[src/rtl/fetch_sequencer.sv]
// fetch_sequencer
// ---------------
// Instruction fetch sequencer for the v6502 core. It owns the program
// counter. It reads an opcode and then 0-2 operand bytes from memory, and
// presents the assembled instruction to the execute stage over a valid/ack
// handshake. Jumps, branches and interrupts redirect the PC via i_pc_load.
//
// Ports:
//   i_clk, i_rst        clock, synchronous active-high reset
//   o_addr, o_rd        memory read address (the PC) and read request
//   i_rdy, i_data       memory ready and read data; a read completes on o_rd & i_rdy
//   o_valid             instruction presented
//   o_opcode, o_operand opcode byte and {hi, lo} operand (unused bytes are 0)
//   o_len, o_pc         instruction length (1-3) and address of the opcode byte
//   i_ack               execute stage consumes the presented instruction
//   i_pc_load, i_pc_new PC redirect strobe and target
module fetch_sequencer #(
  parameter logic [15:0] RESET_PC = 16'hFFFC
) (
  input  logic        i_clk,
  input  logic        i_rst,
  output logic [15:0] o_addr,
  output logic        o_rd,
  input  logic        i_rdy,
  input  logic [7:0]  i_data,
  output logic        o_valid,
  output logic [7:0]  o_opcode,
  output logic [15:0] o_operand,
  output logic [1:0]  o_len,
  output logic [15:0] o_pc,
  input  logic        i_ack,
  input  logic        i_pc_load,
  input  logic [15:0] i_pc_new
);

  typedef enum logic [1:0] {
    FETCH_OP,
    FETCH_LO,
    FETCH_HI,
    ISSUE
  } state_t;

  state_t      state_q, state_d;
  logic [15:0] pc_q, pc_d;
  logic [7:0]  opcode_q, opcode_d;
  logic [15:0] operand_q, operand_d;
  logic [1:0]  len_q, len_d;
  logic [15:0] op_pc_q, op_pc_d;
  logic        fetching;
  logic        accept;

  // Instruction length from the opcode byte. Single-byte forms are the
  // implied/accumulator columns (lo=8, lo=A) plus BRK/RTI/RTS. Three-byte
  // forms are the absolute columns (lo=C..F), JSR, and absolute,Y (lo=9 on
  // odd rows). Everything else, including undefined opcodes, is two bytes.
  function automatic logic [1:0] instr_len(input logic [7:0] op);
    logic [3:0] hi;
    logic [3:0] lo;
    hi = op[7:4];
    lo = op[3:0];
    if (lo == 4'h8 || lo == 4'hA || op == 8'h00 || op == 8'h40 || op == 8'h60) begin
      instr_len = 2'd1;
    end else if (lo >= 4'hC || op == 8'h20 || (lo == 4'h9 && hi[0])) begin
      instr_len = 2'd3;
    end else begin
      instr_len = 2'd2;
    end
  endfunction

  // The read request depends only on registered state. Reset is the only
  // other input that gates it.
  assign fetching  = (state_q != ISSUE);
  assign accept    = fetching && i_rdy;

  assign o_addr    = pc_q;
  assign o_rd      = fetching && !i_rst;
  assign o_valid   = (state_q == ISSUE);
  assign o_opcode  = opcode_q;
  assign o_operand = operand_q;
  assign o_len     = len_q;
  assign o_pc      = op_pc_q;

  // Next-state logic. A redirect overrides everything, including a read
  // completing in the same cycle, and an ack that arrives with it in ISSUE.
  always_comb begin
    state_d   = state_q;
    pc_d      = pc_q;
    opcode_d  = opcode_q;
    operand_d = operand_q;
    len_d     = len_q;
    op_pc_d   = op_pc_q;

    if (i_pc_load) begin
      pc_d    = i_pc_new;
      state_d = FETCH_OP;
    end else begin
      unique case (state_q)
        FETCH_OP: begin
          if (accept) begin
            opcode_d  = i_data;
            op_pc_d   = pc_q;
            operand_d = 16'h0000;
            len_d     = instr_len(i_data);
            pc_d      = pc_q + 16'd1;
            state_d   = (instr_len(i_data) == 2'd1) ? ISSUE : FETCH_LO;
          end
        end
        FETCH_LO: begin
          if (accept) begin
            operand_d[7:0] = i_data;
            pc_d           = pc_q + 16'd1;
            state_d        = (len_q == 2'd2) ? ISSUE : FETCH_HI;
          end
        end
        FETCH_HI: begin
          if (accept) begin
            operand_d[15:8] = i_data;
            pc_d            = pc_q + 16'd1;
            state_d         = ISSUE;
          end
        end
        ISSUE: begin
          if (i_ack) begin
            state_d = FETCH_OP;
          end
        end
        default: state_d = FETCH_OP;
      endcase
    end
  end

  always_ff @(posedge i_clk) begin
    if (i_rst) begin
      state_q   <= FETCH_OP;
      pc_q      <= RESET_PC;
      opcode_q  <= 8'h00;
      operand_q <= 16'h0000;
      len_q     <= 2'd1;
      op_pc_q   <= 16'h0000;
    end else begin
      state_q   <= state_d;
      pc_q      <= pc_d;
      opcode_q  <= opcode_d;
      operand_q <= operand_d;
      len_q     <= len_d;
      op_pc_q   <= op_pc_d;
    end
  end

endmodule

[config.mk]
export PLATFORM = sky130hd
export DESIGN_NAME = fetch_sequencer
export DESIGN_NICKNAME = d
export VERILOG_FILES = /design/src/rtl/fetch_sequencer.sv
export SDC_FILE = /design/constraint.sdc
export NUM_CORES = 1
export LEC_CHECK = 0
export BUFFER_PORTS_ARGS = -buffer_cell sky130_fd_sc_hd__buf_4
export CAP_MARGIN = 20
export CELL_PAD_IN_SITES_DETAIL_PLACEMENT = 0
export CELL_PAD_IN_SITES_GLOBAL_PLACEMENT = 2
export CORE_UTILIZATION = 28
export CTS_CLUSTER_DIAMETER = 60
export CTS_CLUSTER_SIZE = 16
export DETAILED_ROUTE_END_ITERATION = 16
export HOLD_SLACK_MARGIN = 0.06
export MAX_ROUTING_LAYER = met4
export PLACE_DENSITY = 0.75
export REMOVE_ABC_BUFFERS = 1
export SYNTH_ARGS = -nofsm -noshare
export SYNTH_HDL_FRONTEND = slang
export SYNTH_SLANG_ARGS = --single-unit
[constraint.sdc]
create_clock -name i_clk -period 2.5 [get_ports i_clk]
set_input_delay 0.25 -clock i_clk [delete_from_list [all_inputs] [get_ports i_clk]]
set_output_delay 0.25 -clock i_clk [all_outputs]
set_load 0.1 [all_outputs]
==> metrics.md <==
| Metric | Value |
|---|---|
| Final hold violation count | `0` |
| Via density | `4.91` |
| Mapped Cells | `between 300 and 400` |
| Fmax | `482 MHz` |
| WP data required | `about 2700 ps` |
| CP Class | `register to register` |
| CTS Root Cell | `clkbuf_8` |
| Least-Margin Pin Slew | `817 ps` |
| Share of post-route cells with drive strength above 1 | `roughly 29%` |
| CP max stage cell | `dfxtp_1` |
| CP Cell Sequence | `inv_1, ha_1, or2_4, o31a_1, o31a_1, o21a_1` |
| Chip height | `101 microns` |
| Hold_ws | `between 100 and 150 ps` |
| Final setup margin | `approximately 430 ps` |
| DP Wirelength | `about 5600 microns` |
| Dpl cell area | `approximately 3500 sq um` |
| Synthesized cell area | `between 2000 and 3000 sq um` |
| DRT iter0 DRCs | `120` |
| Startpoint types | `register` |
| Drt total wl | `just over 8000 microns` |
| I/O pin count | `slightly below 90` |
| Max VDD drop | `between 200 and 300 uV` |
| Wire per inst | `between 15 and 20 microns` |
| Yosys top cell by area | `dfxtp_1` |
| Routed vias | `roughly 2700` |
| CTS tree | `built` |
| CP endpoint kind | `register` |
| Antenna Nets Post-Route | `0` |
| CTS Sinks | `60` |
| Grt ovf | `0` |
| H-Tree Level Count | `3` |
| Clock buffer depth | `2` |
| # setup viols final | `0` |
| Clock skew | `8.91 ps` |
| Worst EP arrival | `2300 ps` |
| Number of diodes | `0` |
| Primary FF master, synth | `dfxtp_1` |
| Most common cell on crit path | `o31a_1` |
| DR pass1 iterations | `4` |
| RSZ-0062 raised after global routing | `no` |
| First-pass GRT wire length | `approximately 13000 microns` |
| Pre-CTS WS | `441 ps` |
| Count leader, synth | `nand2_1` |
| CTS resizes | `0` |
| Shortest period the worst path allows | `roughly 2100 ps` |
| Fraction of registers with async set/reset | `0%` |
| GRT Util Overall | `between 10% and 20%` |
| MaxCap Viol Count | `0` |
| Placer Congestion | `~0.74` |
| Status | `finished clean` |
| Cell variety after synth | `44` |
| Full die area | `roughly 10000 sq um` |
| Final Non-Filler Cells | `around 540` |
| CTS Buf Count | `9` |
| Cells after DPL | `525` |
| Worst Path Max Fanout | `10` |
| Largest net degree at the start of global routing | `79` |
| Pwr Density | `around 770 nW/um^2` |
| Area contributors post-synth | `dfxtp_1 44%, nand2_1 8.5%, a21oi_1 6.9%` |
| Commonest cells in the netlist | `62 x nand2_1, 60 x dfxtp_1, 38 x a21oi_1` |
| Max-slew headroom | `45.6%` |
| Tcrit/Tclk final | `around 83%` |
| Worst-skew pair later-pin latency | `roughly 340 ps` |
| Syn. warnings | `0` |
| Final nets | `around 440` |
| Slew Limit Fails | `0` |
| IO Port Bufs | `88` |
| CTS clock-pin slew for the worst setup and hold paths | `about 70 ps` |
| Core Util, Final | `39.7%` |
| Worst Hold Class | `input port to register` |
| Total setup buffers inserted after CTS | `0` |
| Initial antenna violation count | `0` |
| Core box area | `between 9000 and 10000 sq um` |
| Initial Util | `between 20% and 30%` |
| Die width | `between 100 and 150 microns` |
| Syn Area/Cell | `8.33 sq um` |
| Buf+Inv Stages, Crit Path | `1` |
| Post-synth EDFFs | `0` |
| Crit path max-delay family | `compound AO/OA/AOI/OAI gates` |
| Remaining DRCs | `0` |
| Synth Register Bits | `60` |
| Critical Path Max Stage Delay | `490 ps` |
| Top-area cell type share of the netlist area | `a little over two fifths` |
| Sequential share of the synthesized area | `43.8%` |
| Cell Rows | `35` |
| Post-route cell area | `3720 sq um` |
| Leakage power | `~1.5 nW` |
| Layout Area Growth over Synthesis | `35.7%` |
| CTS Hold Bufs | `0` |
| Vias in the first global route | `2378` |
==> flip-flops by register name (all words and copies together) (netlist names) <==
name and cells:
o_addr 16, o_operand 16, o_pc 16, o_opcode 8, o_len 2, state_q 2
==> worst paths after layout <==
check	startpoint	endpoint	slack, ps	cells after the start
setup reg to reg	state_q[1]$_SDFFE_PP0P_	state_q[0]$_SDFFE_PP0P_	430	6
hold reg to reg	o_opcode[1]$_SDFFE_PP0P_	o_opcode[1]$_SDFFE_PP0P_	450	2
setup / recovery	state_q[1]$_SDFFE_PP0P_	state_q[0]$_SDFFE_PP0P_	430	6
hold / removal	i_pc_new[2]	o_addr[2]$_SDFFE_PP1P_	130	3
==> area by class of cell <==
cell class                      count  area (sq um)
Clock buffer                       12           155
Clock inverter                      4          95.1
Fill cell                        1015          5650
Inverter                            6          22.5
Multi-Input combinational cell    239          1400
Sequential cell                    60          1200
Tap cell                          129           161
Timing Repair Buffer               91           683
==> report_power, final <==
| part | internal [mW] | switching [mW] | total (mW) | leakage (nW) |
|---|---|---|---|---|
| logic | 0.168 | 0.520 | 0.689 | 0.887 |
| registers | 1.00 | 0.0504 | 1.06 | 0.491 |
| clock network | 0.716 | 0.396 | 1.11 | 0.127 |
==> tightest hold or removal path: cells and delay by family <==
family	cells	cell delay, ps
AND/OR/NAND/NOR	1	60
multiplexers	1	50
buffers and inverters	1	80
==> cell families (layout without fill, tap and decap cells) <==
kind of cell	Yosys count	in the layout	share of synthesized area [%]
multiplexers	4	4	1.46
AO/OA/AOI/OAI	76	76	18.5
AND/OR/NAND/NOR	148	148	26.8
flip-flops	60	60	43.8
XOR/XNOR	5	5	1.60
buffers and inverters	30	113	5.02
adder cells (fa/ha/maj)	6	6	2.74
==> through the flow <==
stage	setup TNS (ps)	total power, mW
2_1_floorplan	-959	1.56
3_3_place_gp	0	1.76
3_5_place_dp	0	1.77
4_1_cts	0	2.89
5_1_grt	0	2.97
6_report	0	2.86
==> cells in the final DEF (no fill, tap or decap), types with 5 or more instances in the layout <==
cell      count
a21oi_1      38
nor4_1        6
inv_1         5
buf_4        91
nor3b_1       7
ha_1          6
nand2_1      62
a22oi_1       9
dfxtp_1      60
nor3_1       16
nand3_1      14
clkbuf_8     11
nor2_1       18
==> per-layer routing <==
| layer | part of all wire [%] | vias up | GRT usage, % | wire, microns |
|---|---|---|---|---|
| met5 | 0 | - | - | 0 |
| met4 | 1.8 | 0 | 7.58 | 150 |
| met3 | 2.3 | 12 | 2.36 | 191 |
| met2 | 46 | 47 | 24.7 | 3800 |
| met1 | 50 | 1268 | 22.7 | 4100 |
| li1 | - | 1331 | - | - |
Note: power is estimated with default switching activity, not from simulation.
